===== config.mk =====
export PLATFORM = sky130hd
export DESIGN_NAME = pong_match_ctrl
export DESIGN_NICKNAME = d
export VERILOG_FILES = /design/src/rtl/pong_match_ctrl.sv
export SDC_FILE = /design/constraint.sdc
export NUM_CORES = 1
export LEC_CHECK = 0
export ABC_AREA = 1
export CORE_ASPECT_RATIO = 1.75
export CORE_MARGIN = 3
export CORE_UTILIZATION = 45
export DETAILED_ROUTE_END_ITERATION = 16
export PLACE_DENSITY = 0.77
export SYNTH_ARGS = -nofsm -noshare
export SYNTH_HDL_FRONTEND = slang
export SYNTH_SLANG_ARGS = --single-unit

===== constraint.sdc =====
create_clock -name clk -period 1.6 [get_ports clk]
set_clock_uncertainty 0.2 [all_clocks]
set_input_delay 0.32 -clock clk [delete_from_list [all_inputs] [get_ports clk]]
set_output_delay 0.32 -clock clk [all_outputs]
set_load 0.1 [all_outputs]

===== src/rtl/pong_match_ctrl.sv =====
// Match-level sequencer for the pong ball engine: serve countdown, point freeze,
// pause and winner detection, all outputs registered.
module pong_match_ctrl #(
    parameter int WIN_SCORE   = 7,
    parameter int SERVE_TICKS = 60,
    parameter int POINT_TICKS = 90
) (
    input  logic       clk,
    input  logic       reset,
    input  logic       tick,
    input  logic       btn_start,
    input  logic       btn_pause,
    input  logic [3:0] p1s,
    input  logic [3:0] p2s,
    output logic [1:0] mode,
    output logic       eng_reset_n,
    output logic [7:0] countdown,
    output logic [1:0] winner,
    output logic       paused
);

    localparam logic [7:0] SERVE_CNT = 8'(SERVE_TICKS);
    localparam logic [7:0] POINT_CNT = 8'(POINT_TICKS);
    localparam logic [3:0] WIN_Q     = 4'(WIN_SCORE);

    localparam logic [1:0] MODE_IDLE = 2'b00;
    localparam logic [1:0] MODE_PLAY = 2'b01;
    localparam logic [1:0] MODE_HOLD = 2'b10;
    localparam logic [1:0] MODE_OVER = 2'b11;

    typedef enum logic [2:0] {
        ST_IDLE,
        ST_CLEAR,
        ST_SERVE,
        ST_PLAY,
        ST_POINT,
        ST_PAUSE,
        ST_OVER
    } state_t;

    state_t     state_q, state_d;
    logic [1:0] mode_q, mode_d;
    logic       ern_q, ern_d;
    logic [7:0] cd_q, cd_d;
    logic [1:0] win_q, win_d;
    logic       paused_q, paused_d;
    logic [3:0] p1_q, p1_d;
    logic [3:0] p2_q, p2_d;
    logic       start_q, pause_q;

    logic start_e, pause_e, score_chg, p1_win, p2_win;

    assign start_e   = btn_start & ~start_q;
    assign pause_e   = btn_pause & ~pause_q;
    assign score_chg = (p1s != p1_q) || (p2s != p2_q);
    assign p1_win    = (p1s >= WIN_Q);
    assign p2_win    = (p2s >= WIN_Q);

    always_ff @(posedge clk) begin
        if (reset) begin
            state_q  <= ST_IDLE;
            mode_q   <= MODE_IDLE;
            ern_q    <= 1'b0;
            cd_q     <= 8'd0;
            win_q    <= 2'b00;
            paused_q <= 1'b0;
            p1_q     <= 4'd0;
            p2_q     <= 4'd0;
            // Held buttons must not look like a fresh press after reset.
            start_q  <= 1'b1;
            pause_q  <= 1'b1;
        end else begin
            state_q  <= state_d;
            mode_q   <= mode_d;
            ern_q    <= ern_d;
            cd_q     <= cd_d;
            win_q    <= win_d;
            paused_q <= paused_d;
            p1_q     <= p1_d;
            p2_q     <= p2_d;
            start_q  <= btn_start;
            pause_q  <= btn_pause;
        end
    end

    always_comb begin
        state_d  = state_q;
        mode_d   = mode_q;
        ern_d    = ern_q;
        cd_d     = cd_q;
        win_d    = win_q;
        paused_d = paused_q;
        // Shadows follow the engine; only a change seen in PLAY is a point.
        p1_d     = p1s;
        p2_d     = p2s;

        unique case (state_q)
            ST_IDLE: begin
                mode_d = MODE_IDLE;
                ern_d  = 1'b0;
                cd_d   = 8'd0;
                if (start_e) state_d = ST_CLEAR;
            end
            ST_CLEAR: begin
                // Release engine reset only on a tick so the engine sees it on a ball-clock edge.
                if (tick) begin
                    ern_d   = 1'b1;
                    p1_d    = 4'd0;
                    p2_d    = 4'd0;
                    win_d   = 2'b00;
                    cd_d    = SERVE_CNT;
                    mode_d  = MODE_HOLD;
                    state_d = ST_SERVE;
                end else begin
                    mode_d = MODE_IDLE;
                    ern_d  = 1'b0;
                end
            end
            ST_SERVE: begin
                if (tick) begin
                    if (cd_q <= 8'd1) begin
                        cd_d    = 8'd0;
                        mode_d  = MODE_PLAY;
                        state_d = ST_PLAY;
                    end else begin
                        cd_d = cd_q - 8'd1;
                    end
                end
            end
            ST_PLAY: begin
                if (score_chg) begin
                    if (p1_win || p2_win) begin
                        win_d   = {p2_win, p1_win};
                        mode_d  = MODE_OVER;
                        state_d = ST_OVER;
                    end else begin
                        cd_d    = POINT_CNT;
                        mode_d  = MODE_HOLD;
                        state_d = ST_POINT;
                    end
                end else if (pause_e) begin
                    mode_d   = MODE_HOLD;
                    paused_d = 1'b1;
                    state_d  = ST_PAUSE;
                end
            end
            ST_POINT: begin
                if (tick) begin
                    if (cd_q <= 8'd1) begin
                        cd_d    = SERVE_CNT;
                        state_d = ST_SERVE;
                    end else begin
                        cd_d = cd_q - 8'd1;
                    end
                end
            end
            ST_PAUSE: begin
                if (start_e) begin
                    mode_d   = MODE_IDLE;
                    ern_d    = 1'b0;
                    paused_d = 1'b0;
                    state_d  = ST_CLEAR;
                end else if (pause_e) begin
                    mode_d   = MODE_PLAY;
                    paused_d = 1'b0;
                    state_d  = ST_PLAY;
                end
            end
            ST_OVER: begin
                if (start_e) begin
                    mode_d  = MODE_IDLE;
                    ern_d   = 1'b0;
                    state_d = ST_CLEAR;
                end
            end
            default: state_d = ST_IDLE;
        endcase
    end

    assign mode        = mode_q;
    assign eng_reset_n = ern_q;
    assign countdown   = cd_q;
    assign winner      = win_q;
    assign paused      = paused_q;

endmodule


==> metrics.md <==
| Metric | Value |
|---|---|
| Run status | complete, but fails checks |
| Violated checks | negative setup slack |
| Post-Place Cell Area | approximately 2500 sq um |
| Post-synth design cell area | around 1600 sq um |
| Global-route wire length before repair | roughly 8500 um |
| Final antenna-violating net count | 0 |
| DRC violations left | 0 |
| Crit path cell chain | buf_6, buf_4, nand2_1, o21ai_0, nand3_1, nor2_2, nand2_1, nand2_1, a21oi_1 |
| Cell depth of the worst setup path | 9 |
| Final #Nets | 357 |
| Worst EP arrival | 1.74 ns |
| Minimum clock period after layout | 1.76 ns |
| Via total after detailed routing | 2033 |
| Relative slew slack | 0.827 |
| Worst Tran Pin Value | 0.259 ns |
| Final WL | 5430 um |
| Worst supply voltage drop on vdd | 0.000959 V |
| Count of filler cells inserted in the layout | 229 |
| Area occupied by registers | between 500 and 600 sq um |
| Setup repair after global routing missed its margin | yes |
| Max Transition Viols Final | 0 |
| Site Rows | 28 |
| Share of the clock period used by the worst path | 1.10 |
| Maximum fanout encountered on the critical timing path | 4 |
| Origin of the critical flop-to-flop path | state_q[1]$_SDFFE_PP0P_ |
| Effective utilization at floorplan | 0.472 |
| Via-per-instance ratio | about 5.3 |
| CP max stage cell | dfxtp_4 |
| Critical path buffer and inverter count | 2 |
| Max-capacitance violation count | 0 |
| Cell family with most CP delay | simple AND/OR/NAND/NOR gates |
| Hold-critical path endpoint | mode[0]$_SDFFE_PP0P_ |
| Most prevalent standard cell on the critical path | nand2_1 |
| Largest net degree at the start of global routing | 16 |
| Kind of end point of the critical path | flip-flop |
| Total of hold buffers inserted after clock tree synthesis | 0 |
| Routed len/inst | approximately 14 um |
| Power density over the cells | 1540 nW/um^2 |
| Count of port buffers added during placement | 26 |
| First-pass iteration count of the detailed router | 4 |
| Number of buffers on the longest clock path | 2 |
| Upper clock frequency limit | 567 MHz |
| Hold path cells | 2 |
| Antenna violations before repair | 0 |
| H-tree depth | 1 |
| Core Footprint | 3430 sq um |
| Accumulated negative setup slack | -0.942 ns |
| Signed area change from the synthesized netlist to the final layout | 72.9% |
| Worst hold-check path type | flip-flop to flip-flop |
| Yosys synthesis warning count | 0 |
| Final worst setup slack | -0.162 ns |
| Total of endpoints with negative setup slack in the final report | 14 |
| Root buffer cell | clkbuf_8 |
| Vertical die dimension | around 85 um |
| Lkg Pwr | 1.34 nW |
| Post-route standard cell area excluding fillers | ~2800 sq um |
| Seq/Total Area, Yosys | 0.334 |
| Count of mapped cells out of synthesis | between 200 and 300 |
| Clock latency at the later pin of the worst-skew pair | 0.27 ns |
| Slowest cell delay on critical path | 0.40 ns |
| I/O pins | 27 |
| Crit start category | flip-flop |
| TritonCTS clock tree | built |
| Final HPWL from detailed placement | 3580 um |
| Mean Syn Cell Area | just over 6 sq um |
| Cts bufs inserted | 3 |
| Vias in the first global route | 1974 |
| Critical Path RT | ~1.6 ns |
| Die extent in x | 51.4 um |
| #FFs+latches synth | 27 |
| Count of cell types in the netlist | 25 |
| Reg2reg path depth | 9 |
| Weighted congestion reported at the end of routability-driven placement | slightly above 0.9 |
| DR iter-0 viols | 85 |
| Number of endpoints with negative hold slack in the final report | 0 |
| Hold Crit Start | mode[0]$_SDFFE_PP0P_ |
| Synthesized Nets | 277 |
| Reg-to-reg setup timing slack | -0.16 ns |
| Floorplan die area | 4390 sq um |
| Share of final-layout standard cells stronger than drive strength 1 | 0.452 |
| Clock net sink count | 27 |
| Total overflow reported by the global router | 0 |
| Global Route Usage Sum | 0.249 |
| Number of antenna diodes | 0 |
| Worst-path clk slew | 0.09 ns |
| Reg2Reg Capture Point | mode[1]$_SDFFE_PP0P_ |
| Multi-input gate area | 1170 sq um |
| Setup Crit Path Kind | flip-flop to flip-flop |
[cell families after synthesis]
family | synth area share
simple gates | 0.418
xor+xnor | 0.0432
fa+ha+maj | 0.0154
buf+inv | 0.0958
flops | 0.334
compound gates | 0.0942
[synth_stat cells]
| cell | count | area [sq um] |
|---|---|---|
| a21oi_1 | 16 | 80.1 |
| o21a_1 | 2 | 15.0 |
| inv_2 | 5 | 18.8 |
| dfxtp_1 | 27 | 541 |
| inv_1 | 31 | 116 |
| a22o_1 | 1 | 8.76 |
| nor2_4 | 3 | 33.8 |
| xnor2_1 | 4 | 35.0 |
| xor2_1 | 4 | 35.0 |
| nor2_1 | 30 | 113 |
| o21ai_0 | 6 | 30.0 |
| nand3_1 | 18 | 90.1 |
| clkbuf_1 | 2 | 7.51 |
| nand2_2 | 4 | 25.0 |
| nand4_1 | 1 | 6.26 |
| a21oi_2 | 1 | 8.76 |
| or2_2 | 2 | 12.5 |
| o21ai_1 | 2 | 10.0 |
| buf_4 | 1 | 7.51 |
| clkinv_2 | 1 | 5.00 |
| nor2_2 | 1 | 6.26 |
| nand2_4 | 2 | 22.5 |
| nand2_1 | 90 | 338 |
| ha_1 | 2 | 25.0 |
| nor3_1 | 6 | 30.0 |
[layout by cell type (no fill, tap or decap), drive strengths merged, types with 3 or more instances in the layout]
| master | n |
|---|---|
| nand2 | 97 |
| buf | 65 |
| inv | 36 |
| nor2 | 34 |
| dfxtp | 27 |
| nand3 | 18 |
| a21oi | 17 |
| dlygate4sd2 | 8 |
| o21ai | 8 |
| nor3 | 6 |
| xor2 | 4 |
| clkdlybuf4s50 | 4 |
| xnor2 | 4 |
| clkbuf | 3 |
[timing repair]
action	in CTS	in global routing
pin swaps	22	20
hold endpoints to repair	0	0
gates resized for setup	54	25
endpoints found under the setup margin	17	18
cloned	1	0
buffers inserted	3	2
[how the worst max path moves through the flow]
stage / start / to / slack, ns
after floorplan: countdown[1]$_SDFFE_PP0P_ / mode[1]$_SDFFE_PP0P_ / -0.19
after global placement: p1s[2] / countdown[7]$_SDFFE_PP0P_ / -0.50
after detailed placement: p1s[0] / countdown[7]$_SDFFE_PP0P_ / -0.57
after CTS: countdown[1]$_SDFFE_PP0P_ / countdown[5]$_SDFFE_PP0P_ / -0.04
after global routing: state_q[1]$_SDFFE_PP0P_ / mode[1]$_SDFFE_PP0P_ / -0.28
final: state_q[1]$_SDFFE_PP0P_ / mode[1]$_SDFFE_PP0P_ / -0.16
[per-stage QoR]
| stage | total power, mW | util | cells | worst slack (ns) | hold slack, ns |
|---|---|---|---|---|---|
| 2_1_floorplan | 2.47 | - | 262 | -0.192 | 0.227 |
| 3_3_place_gp | 3.37 | 0.725 | 377 | -0.498 | 0.285 |
| 3_5_place_dp | 3.40 | 0.725 | 377 | -0.573 | 0.292 |
| 4_1_cts | 4.07 | 0.787 | 384 | -0.0364 | 0.306 |
| 5_1_grt | 4.53 | 0.816 | 386 | -0.280 | 0.334 |
| 6_report | 4.31 | 0.816 | 386 | -0.162 | 0.310 |
[registers in the layout, summed over array words and instances, names as in the netlist]
name	cells
countdown	8
eng_reset_n	1
mode	2
p1_q	4
p2_q	4
pause_q	1
paused	1
start_q	1
state_q	3
winner	2
[area by class of cell]
class / instances / share of cell area
multi-input combinational: 196 / 0.418
timing repair buffer: 77 / 0.287
sequential: 27 / 0.204
inverter: 37 / 0.0540
tap: 45 / 0.0201
clock buffer: 3 / 0.0147
clock inverter: 1 / 0.00179
[layer usage]
layer,up-vias,GRT usage,wire length [um]
met5,-,0,0
met3,26,0.0228,217
met1,941,0.254,1880
met4,0,0.105,262
li1,977,-,-
met2,89,0.487,3070
[report_power, final]
group	switching (mW)	internal, mW
combinational	1.82	1.17
sequential	0.117	0.815
clock	0.212	0.175
total	2.15	2.16
[worst reg2reg max path: cells and delay by family, from the launching register on]
family	cells	cell delay (ns)
AOI/OAI and AO/OA	2	0.26
buffers and inverters	2	0.25
DFF	1	0.40
and+or+nand+nor	5	0.55
Power figures use the tool's default switching activity.
